===== src/rtl/imem_dmem_arbiter.sv =====
// imem_dmem_arbiter: shares one single-port synchronous memory between
// instruction fetch and load/store, with data priority and a fetch starvation guard.
module imem_dmem_arbiter #(
    parameter int unsigned LATENCY      = 1,
    parameter int unsigned MAX_D_STREAK = 4
) (
    input  logic        clk,
    input  logic        reset_n,
    input  logic        if_req_i,
    input  logic [31:0] if_addr_i,
    input  logic        if_flush_i,
    output logic        if_gnt_o,
    output logic        if_rvalid_o,
    output logic [31:0] if_rdata_o,
    output logic        stall_if_o,
    input  logic        d_req_i,
    input  logic        d_we_i,
    input  logic [3:0]  d_be_i,
    input  logic [31:0] d_addr_i,
    input  logic [31:0] d_wdata_i,
    output logic        d_gnt_o,
    output logic        d_rvalid_o,
    output logic [31:0] d_rdata_o,
    output logic        mem_req_o,
    output logic        mem_we_o,
    output logic [3:0]  mem_be_o,
    output logic [31:0] mem_addr_o,
    output logic [31:0] mem_wdata_o,
    input  logic [31:0] mem_rdata_i
);

    localparam int unsigned CW = $clog2(LATENCY + 1);
    localparam int unsigned SW = $clog2(MAX_D_STREAK + 1);

    localparam logic [CW-1:0] CNT_LAT = CW'(LATENCY);
    localparam logic [CW-1:0] CNT_ONE = CW'(1);
    localparam logic [SW-1:0] STK_MAX = SW'(MAX_D_STREAK);
    localparam logic [SW-1:0] STK_ONE = SW'(1);

    typedef enum logic {
        OWN_IF = 1'b0,
        OWN_D  = 1'b1
    } owner_e;

    logic [CW-1:0] cnt_q;
    logic [CW-1:0] cnt_nxt;
    owner_e        owner_q;
    owner_e        owner_nxt;
    logic          we_q;
    logic          we_nxt;
    logic          flushed_q;
    logic          flushed_nxt;
    logic [SW-1:0] streak_q;
    logic [SW-1:0] streak_nxt;

    logic free;
    logic busy;
    logic rsp;
    logic force_if;
    logic grant_d;
    logic grant_if;
    logic if_rv;
    logic d_rv;

    // Slot availability and data-first arbitration with forced fetch after a streak
    always_comb begin
        busy     = (cnt_q != '0);
        rsp      = (cnt_q == CNT_ONE);
        free     = ~busy | rsp;
        force_if = (streak_q == STK_MAX);
        grant_d  = free & d_req_i & ~(if_req_i & force_if);
        grant_if = free & if_req_i & ~grant_d;
        if_rv    = rsp & (owner_q == OWN_IF) & ~flushed_q & ~if_flush_i;
        d_rv     = rsp & (owner_q == OWN_D);
    end

    // Outputs: grant/response routing and memory mux, all forced low in reset
    always_comb begin
        if_gnt_o    = 1'b0;
        if_rvalid_o = 1'b0;
        if_rdata_o  = '0;
        stall_if_o  = 1'b0;
        d_gnt_o     = 1'b0;
        d_rvalid_o  = 1'b0;
        d_rdata_o   = '0;
        mem_req_o   = 1'b0;
        mem_we_o    = 1'b0;
        mem_be_o    = '0;
        mem_addr_o  = '0;
        mem_wdata_o = '0;
        if (reset_n) begin
            if_gnt_o    = grant_if;
            d_gnt_o     = grant_d;
            stall_if_o  = if_req_i & ~grant_if;
            if_rvalid_o = if_rv;
            d_rvalid_o  = d_rv;
            if (if_rv) begin
                if_rdata_o = mem_rdata_i;
            end
            if (d_rv & ~we_q) begin
                d_rdata_o = mem_rdata_i;
            end
            mem_req_o = grant_if | grant_d;
            unique case (1'b1)
                grant_d: begin
                    mem_we_o    = d_we_i;
                    mem_be_o    = d_be_i;
                    mem_addr_o  = d_addr_i;
                    mem_wdata_o = d_wdata_i;
                end
                grant_if: begin
                    mem_we_o    = 1'b0;
                    mem_be_o    = 4'hF;
                    mem_addr_o  = if_addr_i;
                    mem_wdata_o = '0;
                end
                default: begin
                end
            endcase
        end
    end

    // Next state: occupancy countdown, owner, flush marking and streak tracking
    always_comb begin
        cnt_nxt     = cnt_q;
        owner_nxt   = owner_q;
        we_nxt      = we_q;
        flushed_nxt = flushed_q;
        streak_nxt  = streak_q;
        if (grant_d | grant_if) begin
            cnt_nxt     = CNT_LAT;
            owner_nxt   = grant_d ? OWN_D : OWN_IF;
            we_nxt      = grant_d & d_we_i;
            flushed_nxt = 1'b0;
        end else begin
            if (busy) begin
                cnt_nxt = cnt_q - CNT_ONE;
            end
            if (if_flush_i & busy & (owner_q == OWN_IF)) begin
                flushed_nxt = 1'b1;
            end
        end
        if (~if_req_i | grant_if) begin
            streak_nxt = '0;
        end else if (grant_d & (streak_q != STK_MAX)) begin
            streak_nxt = streak_q + STK_ONE;
        end
    end

    // State registers; reset drops any in-flight response
    always_ff @(posedge clk or negedge reset_n) begin
        if (!reset_n) begin
            cnt_q     <= '0;
            owner_q   <= OWN_IF;
            we_q      <= 1'b0;
            flushed_q <= 1'b0;
            streak_q  <= '0;
        end else begin
            cnt_q     <= cnt_nxt;
            owner_q   <= owner_nxt;
            we_q      <= we_nxt;
            flushed_q <= flushed_nxt;
            streak_q  <= streak_nxt;
        end
    end

endmodule


===== config.mk =====
export PLATFORM = sky130hd
export DESIGN_NAME = imem_dmem_arbiter
export DESIGN_NICKNAME = d
export VERILOG_FILES = /design/src/rtl/imem_dmem_arbiter.sv
export SDC_FILE = /design/constraint.sdc
export NUM_CORES = 1
export LEC_CHECK = 0
export ABC_CLOCK_PERIOD_IN_PS = 1370
export BUFFER_PORTS_ARGS = -buffer_cell sky130_fd_sc_hd__buf_2
export CORE_AREA = 5 5 105 107
export CTS_CLUSTER_DIAMETER = 100
export DETAILED_ROUTE_END_ITERATION = 10
export DIE_AREA = 0 0 110 112
export PLACE_DENSITY_LB_ADDON = 0.12
export SLEW_MARGIN = 20
export SYNTH_ARGS = -nofsm -noshare
export SYNTH_HDL_FRONTEND = slang
export SYNTH_SLANG_ARGS = --single-unit
export TNS_END_PERCENT = 1

===== constraint.sdc =====
create_clock -name clk -period 1.37 [get_ports clk]
set_clock_uncertainty 0.15 [all_clocks]
set_input_delay 0.0685 -clock clk [delete_from_list [all_inputs] [get_ports clk]]
set_output_delay 0.0685 -clock clk [all_outputs]
set_load 0.05 [all_outputs]

==> results.md <==
* Status: finished, violations left
* Failing checks: setup timing
* Worst-Skew Late Latency at 0.23 ns
* DR WL/cell at 16.0 µm
* Initial antenna violation count at 1
* Leakage at 0.00257 µW
* Sequential Power Share at 0.096
* First-pass GRT wire length at 14,100 µm
* Nets at 625
* Crit-path cells: inv_2 -> ha_4 -> a31oi_4 -> buf_6 -> clkbuf_16 -> a22o_4 -> buf_8
* Vias in the first global route at 2,717
* Starting Density at 0.144
* Ant diodes at 0
* Hold Violations, Final at 0
* Comb pwr share at 0.783
* Die X at 110 µm
* Setup TNS at -50.89 ns
* Worst-path fanout max at 6
* Final Cycle Share at 1.36
* DRC Markers at 0
* Max-slew violations at 0
* Post-layout minimum cycle time at 1.86 ns
* Total gr overflow at 0
* Min-delay worst type: input pin to flop
* Max Cap Viol at 0
* Final Cell Area at 4920 µm²
* GPL Wtd Cong at 0.718
* Post-synthesis register bit count at 7
* VDD IR-drop max at 0.000233 V
* Sequential share of the synthesized area at 0.121
* Slowest-stage cell, CP: dfrtp_1
* CTS tree: built
* Total die area at 12,300 µm²
* Clk buf depth at 2
* Critical setup path kind: flop to output port
* Row count at 37
* Slowest Stage Delay on Critical Path at 0.38 ns
* Post-layout worst setup margin at -0.493 ns
* CTS root buffer: clkbuf_8
* Clock Power Share at 0.121
* Core Util, Final at 0.490
* Drt total wl at 9950 µm
* IO Count at 277
* Cell Int Power at 1270 µW
* DP Wirelength at 7330 µm
* Die extent in y at 112 µm
* Crit path DAT at 1.64 ns
* Crit path launch type: flop
* Yosys top cell area share at 0.424
* Area growth syn-to-layout at 240%
* RSZ-0062 raised after global routing: true
* Worst path bufs/invs at 4
* Number of port buffers at 276
* Number of synthesis warnings at 0
* Avg Cell Area, Syn at 7.70 µm²
* Worst endpoint required time at 1.15 ns
* Netlist Area Pre-Place at 1450 µm²
* Sw frac at 0.470
* Post-synth ARST share at 1.00
* Worst Setup End Kind: output port
* Layout cells sized above 1 at 0.876
* DR pass1 iterations at 4
* Worst-path clk slew at 0.04 ns
* Synth Net Count at 328
* Max-slew headroom at 0.828
* Via/cell ratio at 4.13
* Setup Slack @ Placement at -0.355 ns
* CTS buffer count at 3
* CTS sink count at 7
* Routed Antenna Nets at 0
* Main flop type after synthesis: dfrtp_1
* Leading area contributor after synthesis: and2_1
* Syn Inst Count at 188
* Distinct cell type count after synthesis at 27
* PD cells at 489 nW/µm²
* CTS HTree Levels at 1
* Iter 0 DRT Violations at 87
* Number of synthesized flops with an enable pin at 0
* Fmax at 537 MHz
* NetSw at 1130 µW
* Final setup fails at 138
* Dpl cell area at 3610 µm²
* Core area at 10,000 µm²
* Pin count of the biggest net entering global routing at 34
* Detailed-route via count at 2,559
* Synth area leaders: and2_1 42%, a22o_1 16%, dfrtp_1 12%
* Worst Tran Pin Value at 0.256 ns
* Cell family with the largest share of critical-path delay: buffers and inverters
* Gr usage total at 0.142
==> final timing paths <==
path	start	cells after the start	slack [ns]	end
max	streak_q[1]	7	-0.49	mem_addr_o[10]
min	if_flush_i	3	0.03	flushed_q
max reg2reg	streak_q[1]	5	0.08	streak_q[1]
min reg2reg	streak_q[0]	2	0.41	streak_q[0]
max in group asynchronous	reset_n	4	0.48	owner_q
min in group asynchronous	reset_n	4	0.45	we_q
==> area by class of cell <==
type | count | area, µm²
fillers | 931 | 5130
inverters | 4 | 15.0
multi-input cells | 159 | 1570
clock buffers | 4 | 45.0
well taps | 136 | 170
flip-flops and latches | 7 | 176
repair buffers | 310 | 2940
==> routing by layer <==
metal / global-route usage / vias to the layer above / wire length [µm] / part of all wire
met5: 0 / - / 20 / 0.0020
met4: 0.0333 / 2 / 166 / 0.017
met3: 0.0510 / 12 / 1290 / 0.13
met2: 0.284 / 169 / 5480 / 0.55
met1: 0.133 / 1149 / 2990 / 0.30
li1: - / 1227 / - / -
==> cell usage in the layout (no fill, tap or decap), types with 2 or more instances in the layout <==
master and count:
and3_2 2, inv_2 3, buf_12 13, and2_4 44, a22o_4 28, and2_1 34
a22o_2 4, clkbuf_16 2, dfrtp_1 6, nand2_1 4, a31o_4 4, buf_8 56
and2_2 20, buf_16 2, buf_4 19, clkbuf_8 3, dlygate4sd3_1 2, nor2_1 5
buf_6 77, buf_2 137
==> flip-flops by register name (all words and copies together) (netlist names) <==
signal / flops
streak_q: 3
we_q: 1
owner_q: 1
busy: 1
flushed_q: 1
==> repair_timing <==
action / 4_1_cts / 5_1_grt
endpoints found under the hold margin: 8 / 7
cloned: 2 / 3
pin swaps: 18 / 5
hold buffers: 2 / 1
gates resized for setup: 316 / 16
endpoints found under the setup margin: 138 / 141
setup buffers: 4 / 1
==> cell usage after synthesis, types with 2 or more instances <==
library cell,n
a22o_1,26
a22o_2,6
a31o_1,4
and2_1,98
and3_2,2
buf_2,8
buf_4,5
buf_6,4
dfrtp_1,7
ha_1,2
inv_1,3
nand2_1,4
nor2_1,5
==> tightest hold or removal path: cells and delay by family <==
| kind | cells | cell delay (ns) |
|---|---|---|
| buffers and inverters | 1 | 0.11 |
| AO/OA/AOI/OAI | 1 | 0.09 |
| AND/OR/NAND/NOR | 1 | 0.09 |
==> stage by stage <==
step / hold WS (ns) / power [µW] / instances
2_1_floorplan: -0.377 / 1250 / 188
3_3_place_gp: -0.0636 / 1740 / 603
3_5_place_dp: -0.0681 / 1740 / 603
4_1_cts: 0.0232 / 2380 / 615
5_1_grt: 0.0869 / 2520 / 620
6_report: 0.0261 / 2410 / 620
==> kinds of logic (layout without fill, tap and decap cells) <==
group	Yosys count	after routing	synth area share
AND/OR/NAND/NOR	114	114	0.495
AO/OA/AOI/OAI	41	41	0.256
buffers and inverters	22	318	0.0977
flip-flops	7	7	0.121
adder cells (fa/ha/maj)	2	2	0.0173
XOR/XNOR	1	1	0.00605
multiplexers	1	1	0.00691
==> power groups by stage <==
stage	clock network [µW]	logic (µW)	registers (µW)
after floorplan	0	1020	230
after CTS	299	1850	230
after global routing	317	1970	232
final	291	1880	231
after global placement	0	1510	232
after detailed placement	0	1510	232
Note: power is estimated with default switching activity, not from simulation.
